===== config.mk =====
export PLATFORM = sky130hd
export DESIGN_NAME = ula_sequenciador
export DESIGN_NICKNAME = d
export VERILOG_FILES = /design/src/rtl/ula_pkg.sv /design/src/rtl/ula_classificador.sv /design/src/rtl/ula_sequenciador.sv
export SDC_FILE = /design/constraint.sdc
export NUM_CORES = 1
export LEC_CHECK = 0
export ABC_AREA = 0
export CORE_MARGIN = 8
export CORE_UTILIZATION = 43
export DETAILED_ROUTE_END_ITERATION = 8
export GPL_ROUTABILITY_DRIVEN = 1
export HOLD_SLACK_MARGIN = 0.05
export PLACE_DENSITY = 0.8
export SYNTH_ARGS = -nofsm -noshare
export SYNTH_HDL_FRONTEND = slang
export SYNTH_SLANG_ARGS = --single-unit

===== constraint.sdc =====
create_clock -name clk -period 1.9 [get_ports clk]
set_input_delay 0.38 -clock clk [delete_from_list [all_inputs] [get_ports clk]]
set_output_delay 0.38 -clock clk [all_outputs]
set_load 0.05 [all_outputs]

===== src/rtl/ula_pkg.sv =====
// ---------------------------------------------------------------------------
// ula_pkg
// Definitions shared by the ALU command sequencer and its sub-modules:
//   - opcode constants, in the same encoding as the ula_8bits Sel_Op input
//   - op_valida(): 1 when an opcode is implemented by the ALU
//   - estado_t: sequencer FSM state encoding
// ---------------------------------------------------------------------------
package ula_pkg;

    localparam logic [3:0] OP_SOMA  = 4'd0;
    localparam logic [3:0] OP_SUB   = 4'd1;
    localparam logic [3:0] OP_MUL   = 4'd2;
    localparam logic [3:0] OP_DIV   = 4'd3;
    localparam logic [3:0] OP_RESTO = 4'd4;
    localparam logic [3:0] OP_AND   = 4'd6;
    localparam logic [3:0] OP_OR    = 4'd7;
    localparam logic [3:0] OP_NAND  = 4'd8;
    localparam logic [3:0] OP_NOR   = 4'd9;
    localparam logic [3:0] OP_XOR   = 4'd10;
    localparam logic [3:0] OP_NOT   = 4'd11;
    localparam logic [3:0] OP_CMP   = 4'd12;

    // OCIOSO: waiting for a command
    // EMITE : operands driven to the ALU, waiting for the settle time
    // SAIDA : result captured, waiting for downstream to take it
    typedef enum logic [1:0] {
        OCIOSO = 2'd0,
        EMITE  = 2'd1,
        SAIDA  = 2'd2
    } estado_t;

    // Opcodes 5, 13, 14 and 15 are holes in the ALU's opcode map.
    function automatic logic op_valida(input logic [3:0] op);
        logic v;
        v = 1'b0;
        case (op)
            OP_SOMA, OP_SUB, OP_MUL, OP_DIV, OP_RESTO,
            OP_AND, OP_OR, OP_NAND, OP_NOR, OP_XOR, OP_NOT, OP_CMP: v = 1'b1;
            default: v = 1'b0;
        endcase
        return v;
    endfunction

endpackage


===== src/rtl/ula_classificador.sv =====
// ---------------------------------------------------------------------------
// ula_classificador
// Combinational command checker. Flags a command that the ALU cannot
// execute meaningfully, so the sequencer can force a zero result.
// Ports:
//   op_i          opcode of the incoming command
//   b_i           effective operand B of the incoming command
//   erro_div_o    division or remainder by zero
//   op_invalida_o opcode falls in a hole of the ALU map (5, 13, 14, 15)
// ---------------------------------------------------------------------------
module ula_classificador
    import ula_pkg::*;
(
    input  logic [3:0] op_i,
    input  logic [7:0] b_i,
    output logic       erro_div_o,
    output logic       op_invalida_o
);

    assign erro_div_o    = ((op_i == OP_DIV) || (op_i == OP_RESTO)) && (b_i == 8'h00);
    assign op_invalida_o = !op_valida(op_i);

endmodule


===== src/rtl/ula_sequenciador.sv =====
// ---------------------------------------------------------------------------
// ula_sequenciador
// Registered command front-end for the 8-bit combinational ALU (ula_8bits).
// Takes one command over a valid/ready handshake, drives the ALU operands
// from registers, waits LATENCIA edges for the ALU to settle, captures the
// 16-bit result with status flags and offers it downstream over a second
// valid/ready handshake. An internal accumulator can replace operand A.
//
// Handshakes: a transfer happens on a rising edge where valid && ready are
// both 1. Upstream: In_Valid/In_Ready (In_Ready is 1 only while idle).
// Downstream: Out_Valid/Out_Ready (Out_Valid holds, with stable data,
// until Out_Ready is seen).
//
// Parameters:
//   LATENCIA    edges from accept to capture, legal range 1..15
//   ACC_INICIAL accumulator value after reset and after Limpa_Acc
// Ports:
//   clk, rst            clock, synchronous active-high reset
//   In_Valid/In_Ready   command handshake
//   In_Op, In_A, In_B   command opcode and operands
//   In_Usa_Acc          use the accumulator in place of In_A
//   Limpa_Acc           synchronous accumulator clear (any state)
//   ULA_A/B/Sel         registered ALU inputs
//   ULA_Resultado       ALU result
//   Out_Valid/Out_Ready result handshake
//   Out_Resultado       captured (possibly forced-to-zero) result
//   Out_Zero, Out_Estouro, Out_Erro_Div, Out_Op_Invalida  status flags
//   Acc                 current accumulator
//   Estado              current FSM state (debug)
// ---------------------------------------------------------------------------
module ula_sequenciador
    import ula_pkg::*;
#(
    parameter int unsigned LATENCIA    = 1,
    parameter logic [7:0]  ACC_INICIAL = 8'h00
) (
    input  logic        clk,
    input  logic        rst,
    input  logic        In_Valid,
    output logic        In_Ready,
    input  logic [3:0]  In_Op,
    input  logic [7:0]  In_A,
    input  logic [7:0]  In_B,
    input  logic        In_Usa_Acc,
    input  logic        Limpa_Acc,
    output logic [7:0]  ULA_A,
    output logic [7:0]  ULA_B,
    output logic [3:0]  ULA_Sel,
    input  logic [15:0] ULA_Resultado,
    output logic        Out_Valid,
    input  logic        Out_Ready,
    output logic [15:0] Out_Resultado,
    output logic        Out_Zero,
    output logic        Out_Estouro,
    output logic        Out_Erro_Div,
    output logic        Out_Op_Invalida,
    output logic [7:0]  Acc,
    output estado_t     Estado
);

    // Counter load value: counting down to 0 gives exactly LATENCIA edges
    // between the accept edge and the capture edge.
    localparam logic [3:0] CONT_INI = 4'(LATENCIA - 1);

    estado_t     estado_q, estado_d;
    logic [3:0]  cont_q, cont_d;
    logic [7:0]  ula_a_q, ula_a_d;
    logic [7:0]  ula_b_q, ula_b_d;
    logic [3:0]  ula_sel_q, ula_sel_d;
    logic        erro_div_q, erro_div_d;   // classification latched at accept
    logic        op_inv_q, op_inv_d;
    logic        out_valid_q, out_valid_d;
    logic [15:0] out_res_q, out_res_d;
    logic        out_zero_q, out_zero_d;
    logic        out_est_q, out_est_d;
    logic        out_erro_q, out_erro_d;
    logic        out_inv_q, out_inv_d;
    logic [7:0]  acc_q, acc_d;

    logic        cls_erro_div;
    logic        cls_op_inv;
    logic        descarta;
    logic [15:0] res_final;

    ula_classificador u_classificador (
        .op_i          (In_Op),
        .b_i           (In_B),
        .erro_div_o    (cls_erro_div),
        .op_invalida_o (cls_op_inv)
    );

    // A failed command still takes the full latency but delivers zero and
    // leaves the accumulator untouched.
    assign descarta  = erro_div_q || op_inv_q;
    assign res_final = descarta ? 16'h0000 : ULA_Resultado;

    always_comb begin
        estado_d    = estado_q;
        cont_d      = cont_q;
        ula_a_d     = ula_a_q;
        ula_b_d     = ula_b_q;
        ula_sel_d   = ula_sel_q;
        erro_div_d  = erro_div_q;
        op_inv_d    = op_inv_q;
        out_valid_d = out_valid_q;
        out_res_d   = out_res_q;
        out_zero_d  = out_zero_q;
        out_est_d   = out_est_q;
        out_erro_d  = out_erro_q;
        out_inv_d   = out_inv_q;
        acc_d       = acc_q;
        In_Ready    = 1'b0;

        case (estado_q)
            OCIOSO: begin
                In_Ready = 1'b1;
                if (In_Valid) begin
                    // acc_q is the pre-clear value even when Limpa_Acc is
                    // active on this same edge.
                    ula_a_d    = In_Usa_Acc ? acc_q : In_A;
                    ula_b_d    = In_B;
                    ula_sel_d  = In_Op;
                    erro_div_d = cls_erro_div;
                    op_inv_d   = cls_op_inv;
                    cont_d     = CONT_INI;
                    estado_d   = EMITE;
                end
            end
            EMITE: begin
                if (cont_q == 4'd0) begin
                    out_res_d   = res_final;
                    out_zero_d  = (res_final == 16'h0000);
                    out_est_d   = (res_final[15:8] != 8'h00);
                    out_erro_d  = erro_div_q;
                    out_inv_d   = op_inv_q;
                    out_valid_d = 1'b1;
                    if (!descarta) begin
                        acc_d = ULA_Resultado[7:0];
                    end
                    estado_d = SAIDA;
                end else begin
                    cont_d = cont_q - 4'd1;
                end
            end
            SAIDA: begin
                if (Out_Ready) begin
                    out_valid_d = 1'b0;
                    estado_d    = OCIOSO;
                end
            end
            default: begin
                estado_d = OCIOSO;
            end
        endcase

        // Clear has priority over a capture landing on the same edge.
        if (Limpa_Acc) begin
            acc_d = ACC_INICIAL;
        end
    end

    always_ff @(posedge clk) begin
        if (rst) begin
            estado_q    <= OCIOSO;
            cont_q      <= 4'd0;
            ula_a_q     <= 8'h00;
            ula_b_q     <= 8'h00;
            ula_sel_q   <= 4'b1111;
            erro_div_q  <= 1'b0;
            op_inv_q    <= 1'b0;
            out_valid_q <= 1'b0;
            out_res_q   <= 16'h0000;
            out_zero_q  <= 1'b0;
            out_est_q   <= 1'b0;
            out_erro_q  <= 1'b0;
            out_inv_q   <= 1'b0;
            acc_q       <= ACC_INICIAL;
        end else begin
            estado_q    <= estado_d;
            cont_q      <= cont_d;
            ula_a_q     <= ula_a_d;
            ula_b_q     <= ula_b_d;
            ula_sel_q   <= ula_sel_d;
            erro_div_q  <= erro_div_d;
            op_inv_q    <= op_inv_d;
            out_valid_q <= out_valid_d;
            out_res_q   <= out_res_d;
            out_zero_q  <= out_zero_d;
            out_est_q   <= out_est_d;
            out_erro_q  <= out_erro_d;
            out_inv_q   <= out_inv_d;
            acc_q       <= acc_d;
        end
    end

    assign ULA_A           = ula_a_q;
    assign ULA_B           = ula_b_q;
    assign ULA_Sel         = ula_sel_q;
    assign Out_Valid       = out_valid_q;
    assign Out_Resultado   = out_res_q;
    assign Out_Zero        = out_zero_q;
    assign Out_Estouro     = out_est_q;
    assign Out_Erro_Div    = out_erro_q;
    assign Out_Op_Invalida = out_inv_q;
    assign Acc             = acc_q;
    assign Estado          = estado_q;

endmodule


---- Word-level counts from Yosys, hierarchy flattened ----
Memories as Yosys holds them, arrays and structs flattened.
Cells that the tools add are included.
Widths: inputs -> output; s select.
storage, ports and cells
  latch bits .............................. 0
  word-level logic and storage cells ...... 56
  output and inout port bits .............. 52
  memory bits (read-only) ................. 16
  memories ................................ 1
  register bits after elaboration ......... 57
  bits in writable memories ............... 0
  bits of input ports ..................... 42
memories
  memory           depth  bits a word  rd ports  clocked after memory_dff  write ports  line           text
  (no name shown)  16     1            1         0                         0            ula_pkg.sv:36  case (op)
cells by class
  order comparisons ....................... 0
  multipliers ............................. 0
  bitwise logic cells ..................... 1
  shifts and indexed selects .............. 0
  equal/unequal tests ..................... 8
  muxes and demuxes ....................... 13
  div/mod/pow operators ................... 0
  $add $sub $neg .......................... 1
  reductions and logical operators ........ 18
operators by type and width
  cell                 number
  $logic_not 16->1     1
  $mux 16              1
  $reduce_and 3->1     4
  $logic_not 8->1      1
  $mux 4               2
  $mux 8               1
  $ne 2x2->1 const B   4
  $pmux 4 s2           1
  $reduce_bool 8->1    1
  $mux 2               3
  $pmux 2 s3           1
  $eq 4x2->1 const B   1
  $eq 4x3->1 const B   1
  $logic_not 4->1      1
  $reduce_and 2->1     2
  $reduce_bool 2->1    2
  $sub 4x1->4 const B  1
  $mux 1               3
  $eq 2x1->1 const B   1
  $eq 2x2->1 const B   1
  $logic_not 2->1      1
  $logic_or 1x1->1     2
  $pmux 1 s2           1
  $reduce_or 2->1      1
  other kinds (3)      3

---- Logic depth before layout (Yosys ltp) ----
Gate-level depths: netlist of run 1.
  depth in word-level cells ............... 3
  mapped depth ............................ 7
  mapped depth without buffers ............ 6

---- Modules after synthesis ----
A second synthesis of run 1 with hierarchy kept.
unflattened totals
  cells, all modules ...................... 273
  area, all modules ....................... 2349.8 µm²
modules (own cells, without submodules)
  module             area each (µm²)  cells each  sequential area each (µm²)  instances
  ula_sequenciador   2284.7           265         1141.1                      1
  ula_classificador  65.1             8           0.0                         1

---- Least setup slack after synthesis of run 1 ----
No wires, ideal clock.
  path kind ............................... register -> register
  start point ............................. reg estado_q[1], in the netlist Estado[1]
  end point ............................... reg ula_b_q[5], in the netlist ULA_B[5]
  path buffers ............................ 1
  period minus slack after synthesis ...... 2.027 ns
  data required time ...................... 1.766 ns
  path slack .............................. -0.127 ns
  arrival time ............................ 1.893 ns
  library setup time ...................... 0.134 ns
  cell stages (with the launch flop) ...... 6
  cell sequence ........................... dfxtp_1 nor2_1 nand2_1 clkbuf_1 nand2_1 a21oi_1
on the way
  longest elaborated chain between the ends .. 2
RTL lines
  what                        line                     text
  start, declared             ula_sequenciador.sv:65   estado_t estado_q, estado_d;
  start signal, assigned      ula_sequenciador.sv:179  estado_q <= estado_d;
  $logic_not 2->1             ula_sequenciador.sv:114  case (estado_q)
  $reduce_and 2->1 (no line)  -
  end signal, assigned        ula_sequenciador.sv:182  ula_b_q <= ula_b_d;
  end, declared               ula_sequenciador.sv:68   logic [7:0] ula_b_q, ula_b_d;
No other way between the ends.
A chain may end at the register's enable or synchronous reset.

---- Final worst setup path of run 1 ----
  start point ............................. reg ula_b_q[3], in the netlist ULA_B[3]
  end point ............................... out ULA_B[3]
RTL lines
  what           line                    text
  end, declared  ula_sequenciador.sv:47  output logic [7:0] ULA_B,
No word-level cell between the ends.

==> results.py, run 1 <==
metrics = {
    "global_route": {
        "grt_use_total": 0.172,
        "via_count_of_the_first_global_routing_pass": 2141,
        "grt.met2_usage": 0.288,
        "use_met3": 0.0368,
        "grt_remaining_overflow": 0,
        "grt.busiest_layer": "met2",
        "grt_pass1_wl_um": 10500,
        "grt_use_met1": 0.198,
        "grt_max_degree": 35,
        "antenna_found_initial": 0,
    },
    "synthesis": {
        "syn_inst": 267,
        "synthArstFlopShare": 0,
        "synth_most_common_cell": "sky130_fd_sc_hd__dfxtp_1",
        "netlist.top_cell.by_area": "sky130_fd_sc_hd__dfxtp_1",
        "ys_seq_elements": 57,
        "postSynth.topFlopCell": "sky130_fd_sc_hd__dfxtp_1",
        "post_synth_most_frequent_cells": "sky130_fd_sc_hd__dfxtp_1 (57), sky130_fd_sc_hd__nand2_1 (51), sky130_fd_sc_hd__a21oi_1 (32), sky130_fd_sc_hd__nor2_1 (27), sky130_fd_sc_hd__nand3_1 (19)",
        "ys.warnings.count": 0,
        "netlist.area_leader.share": 0.495,
        "synth.top_cells.by_area": "sky130_fd_sc_hd__dfxtp_1 (50%), sky130_fd_sc_hd__nand2_1 (8.3%), sky130_fd_sc_hd__a21oi_1 (7.0%)",
        "synth_cell_types": 38,
        "synth.yosys.seq_area_share": 0.495,
        "synth-edff-count": 0,
        "avgSynthCellArea_um2": 8.63,
        "syn-cell-area_mm2": 0.00230,
        "synth_fp_nets": 310,
    },
    "timing": {
        "hold_viol": 0,
        "min_period_over_period": 0.980,
        "finalSetupViolCount": 0,
        "tns_ns": 0,
        "maxSlewViolCount": 0,
        "fin_worst_skew_ns": 0.00489,
        "final_period_minus_worst_setup_slack_ns": 1.86,
        "unrepaired_setup_endpoints_after_global_routing": "false",
        "tightest_slew_margin_relative_to_the_limit": 0.654,
        "max_freq_mhz": 537,
        "tightestPinTransition_ns": 0.518,
        "hold-worst-slack_ns": 0.449,
    },
    "power_and_ir_drop": {
        "p_clk_frac": 0.326,
        "netSwitchingFraction": 0.302,
        "power_switching_uw": 905,
        "static-leakage-power_nw": 1.37,
        "power_density_over_the_cells_mw_per_mm2": 873,
        "vdd_ir_drop_max_uv": 481,
        "seq_power_share": 0.435,
        "comb_power_share": 0.239,
        "internal_power_mw": 2.10,
    },
    "critical_path": {
        "worst_ep_required_time_ns": 1.52,
        "worst_setup_path_end_kind": "primary output",
        "critical-path-max-stage-delay_ns": 0.82,
        "critical_path_class": "reg2out",
        "crit_fanout": 2,
        "crit_chain": "clkdlybuf4s50_1",
        "worst_setup_path_start_kind": "flop",
        "timing.critical_path.max_delay_family": "buffers and inverters",
        "worst_path_slowest_cell": "sky130_fd_sc_hd__clkdlybuf4s50_1",
        "regToRegSetupSlack_ns": 0.19,
        "timing.reg2reg.worst_path_depth": 6,
        "cp_data_arrival_time_ns": 1.48,
        "regToRegStartpoint": "cont_q[0]$_SDFFE_PP0P_",
        "cp-startpoint": "ULA_B[3]$_SDFFE_PP0P_",
        "critical_path.n_buffers_inverters": 1,
        "worst_r2r_endpoint": "Out_Zero$_SDFFE_PP0P_",
    },
    "layout": {
        "layout-area-overhead-vs-synth_pct": 49.2,
        "antenna-diode-count": 0,
        "finish.net_count": 406,
        "drive_gt1_frac": 0.159,
    },
    "drt": {
        "detail_route.first_pass.iterations": 4,
        "vias_per_cell": 5.05,
        "detail-route-antenna-nets": 0,
        "detail_route.iter0.violations": 110,
        "wirelength_um": 6670,
        "route.detailed.drc": 0,
        "vias": 2195,
        "post_drt_wl_per_cell_um": 15.3,
    },
    "worst_hold_path": {
        "timing.hold.worst.start": "rst",
        "hold_path_depth": 2,
        "min_path_type": "in2reg",
        "hold-path-endpoint": "Out_Resultado[15]$_SDFFE_PP0P_",
    },
    "status": {
        "run_status": "completed",
    },
    "clock_network": {
        "tritoncts_clock_tree": "yes",
        "clock_tree.buffer_depth": 2,
        "cts-hold-fix-buffers": 0,
        "cts-root-buf": "sky130_fd_sc_hd__clkbuf_8",
        "cts.clk_slew.worst_paths_ns": 0.06,
        "htreeDepth": 3,
        "post_cts_setup_driven_buffer_insertion_count": 0,
        "clkLatencyLatePin_ns": 0.33,
        "cts-buffers-inserted": 9,
        "cts_num_sinks": 57,
    },
    "placement": {
        "gp_congestion": 0.785,
        "post-dp-hpwl_um": 5050,
        "port_buffers": 93,
    },
    "die": {
        "pin_count": 94,
        "dieWidth_um": 89.2,
        "rows": 26,
        "floorplan.core_area_mm2": 0.00514,
        "die_h_um": 89.2,
        "initial_utilization": 0.448,
        "die_area_mm2": 0.00795,
    },
    "job": {
        "cap_viol_max_count": 0,
    },
}
kinds of logic after synthesis:
logic type | share of synthesized area
AOI/OAI and AO/OA | 0.111
xor gates and xnor gates | 0.00761
adders and majority gates | 0.00543
buffers and inverters | 0.0402
DFF | 0.495
muxes | 0.0744
and+or+nand+nor | 0.266
worst max path at each step:
stage	endpoint	slack [ns]	cells past startpoint
after floorplan	ULA_B[5]$_SDFFE_PP0P_	0.15	5
after global placement	Out_Zero$_SDFFE_PP0P_	0.12	5
after detailed placement	Out_Zero$_SDFFE_PP0P_	0.09	5
after CTS	Out_Resultado[8]	0.02	1
after global routing	Out_Resultado[8]	0.002	1
final	ULA_B[3]	0.04	1
per-stage QoR:
step           setup slack [ns]  instance area [um2]  utilization  instances  power, mW
2_1_floorplan             0.148                 2310            -        267       1.77
3_3_place_gp              0.119                 3260        0.634        422       2.04
3_5_place_dp             0.0910                 3260        0.634        422       2.05
4_1_cts                  0.0205                 3430        0.667        435       3.03
5_1_grt                 0.00226                 3440        0.669        435       3.12
6_report                 0.0384                 3440        0.669        435       3.00
state kept, by name (all words and copies together), names as in the netlist, 2 cells and up:
name           count
Out_Resultado     16
Acc                8
ULA_A              8
ULA_B              8
ULA_Sel            4
cont_q             4
Estado             2
layout make-up:
| class | count | area [um2] |
|---|---|---|
| Fill cell | 451 | 1700 |
| Timing Repair Buffer | 102 | 953 |
| Sequential cell | 57 | 1140 |
| Inverter | 2 | 7.51 |
| Multi-Input combinational cell | 191 | 1080 |
| Tap cell | 70 | 87.6 |
| Clock buffer | 13 | 169 |
power groups by stage:
stage          Sequential, mW  Clock, mW  Combinational (mW)
3_5_place_dp             1.33          0               0.720
3_3_place_gp             1.33          0               0.711
5_1_grt                  1.31       1.05               0.761
6_report                 1.31      0.979               0.716
4_1_cts                  1.31      0.998               0.724
2_1_floorplan            1.56          0               0.208
routing by layer:
metal	vias up	routed length, um
met2	53	3420
met3	13	326
met4	0	155
met5	-	0
met1	1021	2760
li1	1108	-
cells in the final DEF (no fill, tap or decap), types with 8 or more instances in the layout:
cell / Yosys / layout
sky130_fd_sc_hd__clkdlybuf4s50_1: 0 / 63
sky130_fd_sc_hd__dfxtp_1: 57 / 57
sky130_fd_sc_hd__nand2_1: 51 / 51
sky130_fd_sc_hd__buf_4: 1 / 33
sky130_fd_sc_hd__a21oi_1: 32 / 32
sky130_fd_sc_hd__nor2_1: 27 / 26
sky130_fd_sc_hd__nand3_1: 19 / 19
sky130_fd_sc_hd__mux2i_1: 16 / 16
sky130_fd_sc_hd__clkbuf_8: 0 / 12
sky130_fd_sc_hd__a211oi_1: 8 / 8
what timing repair did:
action | 4_1_cts | 5_1_grt
setup endpoints to repair | 0 | 4
gates resized for setup | 0 | 4
endpoints found under the hold margin | 0 | 0
No activity file was read; power rests on OpenSTA's default activity.
==> run 2, diff against run 1 <==
SETUP_SLACK_MARGIN = 0.02   (was not set)
==> run 2 against run 1 <==
Clock-buffer cell count is the same. Flip-flop and latch count is the same. Power is essentially flat. Routed wire length grew 0.40%. Die area is the same. Non-clock buffer count is the same. First-iteration DRC count grew 0.91%. Critical path type unchanged. Highest routed layer unchanged.
==> results.py, run 2 (synthesis results as in run 1) <==
metrics = {
    "layout": {
        "largest_register_ffs": 16,
        "antenna-diode-count": 0,
        "most-common-layout-cells": "sky130_fd_sc_hd__dfxtp_1 (57), sky130_fd_sc_hd__clkdlybuf4s50_1 (52), sky130_fd_sc_hd__nand2_1 (51)",
        "finish.net_count": 406,
        "drive_gt1_frac": 0.159,
        "layout-area-overhead-vs-synth_pct": 50.4,
        "fin_area_mm2": 0.00346,
        "layout_commonest_cell": "sky130_fd_sc_hd__dfxtp_1",
        "final_core_util": 0.674,
    },
    "clock_network": {
        "tritoncts_clock_tree": "yes",
        "cts-root-buf": "sky130_fd_sc_hd__clkbuf_8",
        "clock_tree.buffer_depth": 2,
        "cts_num_sinks": 57,
        "post_cts_setup_driven_buffer_insertion_count": 0,
        "clkLatencyLatePin_ns": 0.32,
        "cts.clk_slew.worst_paths_ns": 0.06,
        "htreeDepth": 3,
        "cts-buffers-inserted": 9,
    },
    "critical_path": {
        "timing.reg2reg.worst_path_depth": 6,
        "cp_data_arrival_time_ns": 1.48,
        "critical_path.n_buffers_inverters": 1,
        "critical-path-max-stage-delay_ns": 0.82,
        "worst_ep_required_time_ns": 1.52,
        "worst_setup_path_start_kind": "flop",
        "worst_path_slowest_cell": "sky130_fd_sc_hd__clkdlybuf4s50_1",
        "timing.critical_path.max_delay_family": "buffers and inverters",
        "crit_fanout": 2,
        "crit_chain": "clkdlybuf4s50_1",
        "critical_path_class": "reg2out",
        "worst_setup_path_end_kind": "primary output",
        "timing.critical_path.depth": 1,
    },
    "die": {
        "die_area_mm2": 0.00795,
        "pin_count": 94,
        "floorplan.core_area_mm2": 0.00514,
        "die_h_um": 89.2,
        "rows": 26,
        "dieWidth_um": 89.2,
        "initial_utilization": 0.448,
    },
    "timing": {
        "hold_viol": 0,
        "fin_worst_skew_ns": 0.00415,
        "maxSlewViolCount": 0,
        "min_period_over_period": 0.977,
        "final_period_minus_worst_setup_slack_ns": 1.86,
        "tightest_slew_margin_relative_to_the_limit": 0.648,
        "tns_ns": 0,
        "tightestPinTransition_ns": 0.527,
        "finalSetupViolCount": 0,
        "max_freq_mhz": 539,
        "unrepaired_setup_endpoints_after_global_routing": "false",
    },
    "global_route": {
        "grt_remaining_overflow": 0,
        "grt_pass1_wl_um": 10500,
        "antenna_found_initial": 0,
        "via_count_of_the_first_global_routing_pass": 2141,
        "grt_use_met1": 0.198,
        "grt_use_total": 0.172,
        "grt.met2_usage": 0.288,
        "grt.busiest_layer": "met2",
        "use_met3": 0.0368,
        "grt_max_degree": 35,
    },
    "drt": {
        "detail_route.iter0.violations": 111,
        "wirelength_um": 6700,
        "detail_route.first_pass.iterations": 4,
        "vias": 2208,
        "post_drt_wl_per_cell_um": 15.4,
        "vias_per_cell": 5.08,
        "route.detailed.drc": 0,
        "detail-route-antenna-nets": 0,
    },
    "placement": {
        "dpl-instance-area_mm2": 0.00326,
        "port_buffers": 93,
        "gp_congestion": 0.785,
        "post-dp-hpwl_um": 5050,
    },
    "power_and_ir_drop": {
        "static-leakage-power_nw": 1.55,
        "power_density_over_the_cells_mw_per_mm2": 865,
        "vdd_ir_drop_max_uv": 483,
    },
    "job": {
        "cap_viol_max_count": 0,
    },
    "worst_hold_path": {
        "hold_path_depth": 2,
        "min_path_type": "in2reg",
    },
    "status": {
        "run_status": "completed",
    },
}
-- run 2: changes by cell type in the layout (fill, tap and decap cells not counted) --
cell                              previous run  this run
sky130_fd_sc_hd__clkdlybuf4s50_1            63        52
sky130_fd_sc_hd__dlymetal6s2s_1              4        15
-- run 2: stage by stage --
step                      hold slack (ns)  power, mW  instances  setup slack [ns]
after floorplan                     0.445       1.77        267             0.148
after global placement              0.439       2.04        422             0.119
after detailed placement            0.446       2.05        422            0.0910
after CTS                           0.446       3.03        435            0.0205
after global routing                0.464       3.12        435            0.0218
final                               0.451       3.00        435            0.0445
-- run 2: area by class of cell --
type                    count  area, um2
clock buffers              13        169
fillers                   448       1680
inverters                   2       7.51
multi-input cells         191       1080
flip-flops and latches     57       1140
well taps                  70       87.6
repair buffers            102        981
-- run 2: layer usage --
layer | vias to the layer above | wire [um]
met4 | 0 | 153
met5 | - | 0
met1 | 1041 | 2790
li1 | 1109 | -
met2 | 45 | 3440
met3 | 13 | 305
-- run 2: final timing paths --
kind | from | end | slack, ns
setup / recovery | Out_Resultado[2]$_SDFFE_PP0P_ | Out_Resultado[2] | 0.04
hold / removal | rst | Out_Resultado[15]$_SDFFE_PP0P_ | 0.45
setup reg to reg | cont_q[0]$_SDFFE_PP0P_ | Out_Zero$_SDFFE_PP0P_ | 0.17
hold reg to reg | Out_Resultado[12]$_SDFFE_PP0P_ | Out_Resultado[12]$_SDFFE_PP0P_ | 0.45
-- run 2: where the power goes --
group | internal (mW) | switching (mW) | total [mW]
clock network | 0.559 | 0.421 | 0.979
registers | 1.26 | 0.0405 | 1.30
logic | 0.271 | 0.444 | 0.714
-- run 2: timing repair --
action | 4_1_cts | 5_1_grt
hold endpoints to repair | 0 | 0
gates resized for setup | 0 | 15
endpoints found under the setup margin | 0 | 15
hold buffers | 0 | 0
==> run 3, diff against run 2 <==
SLEW_MARGIN = 20   (was not set)
==> results of run 3 <==
No change in the layout: final DEF, timing and power equal those of run 2.
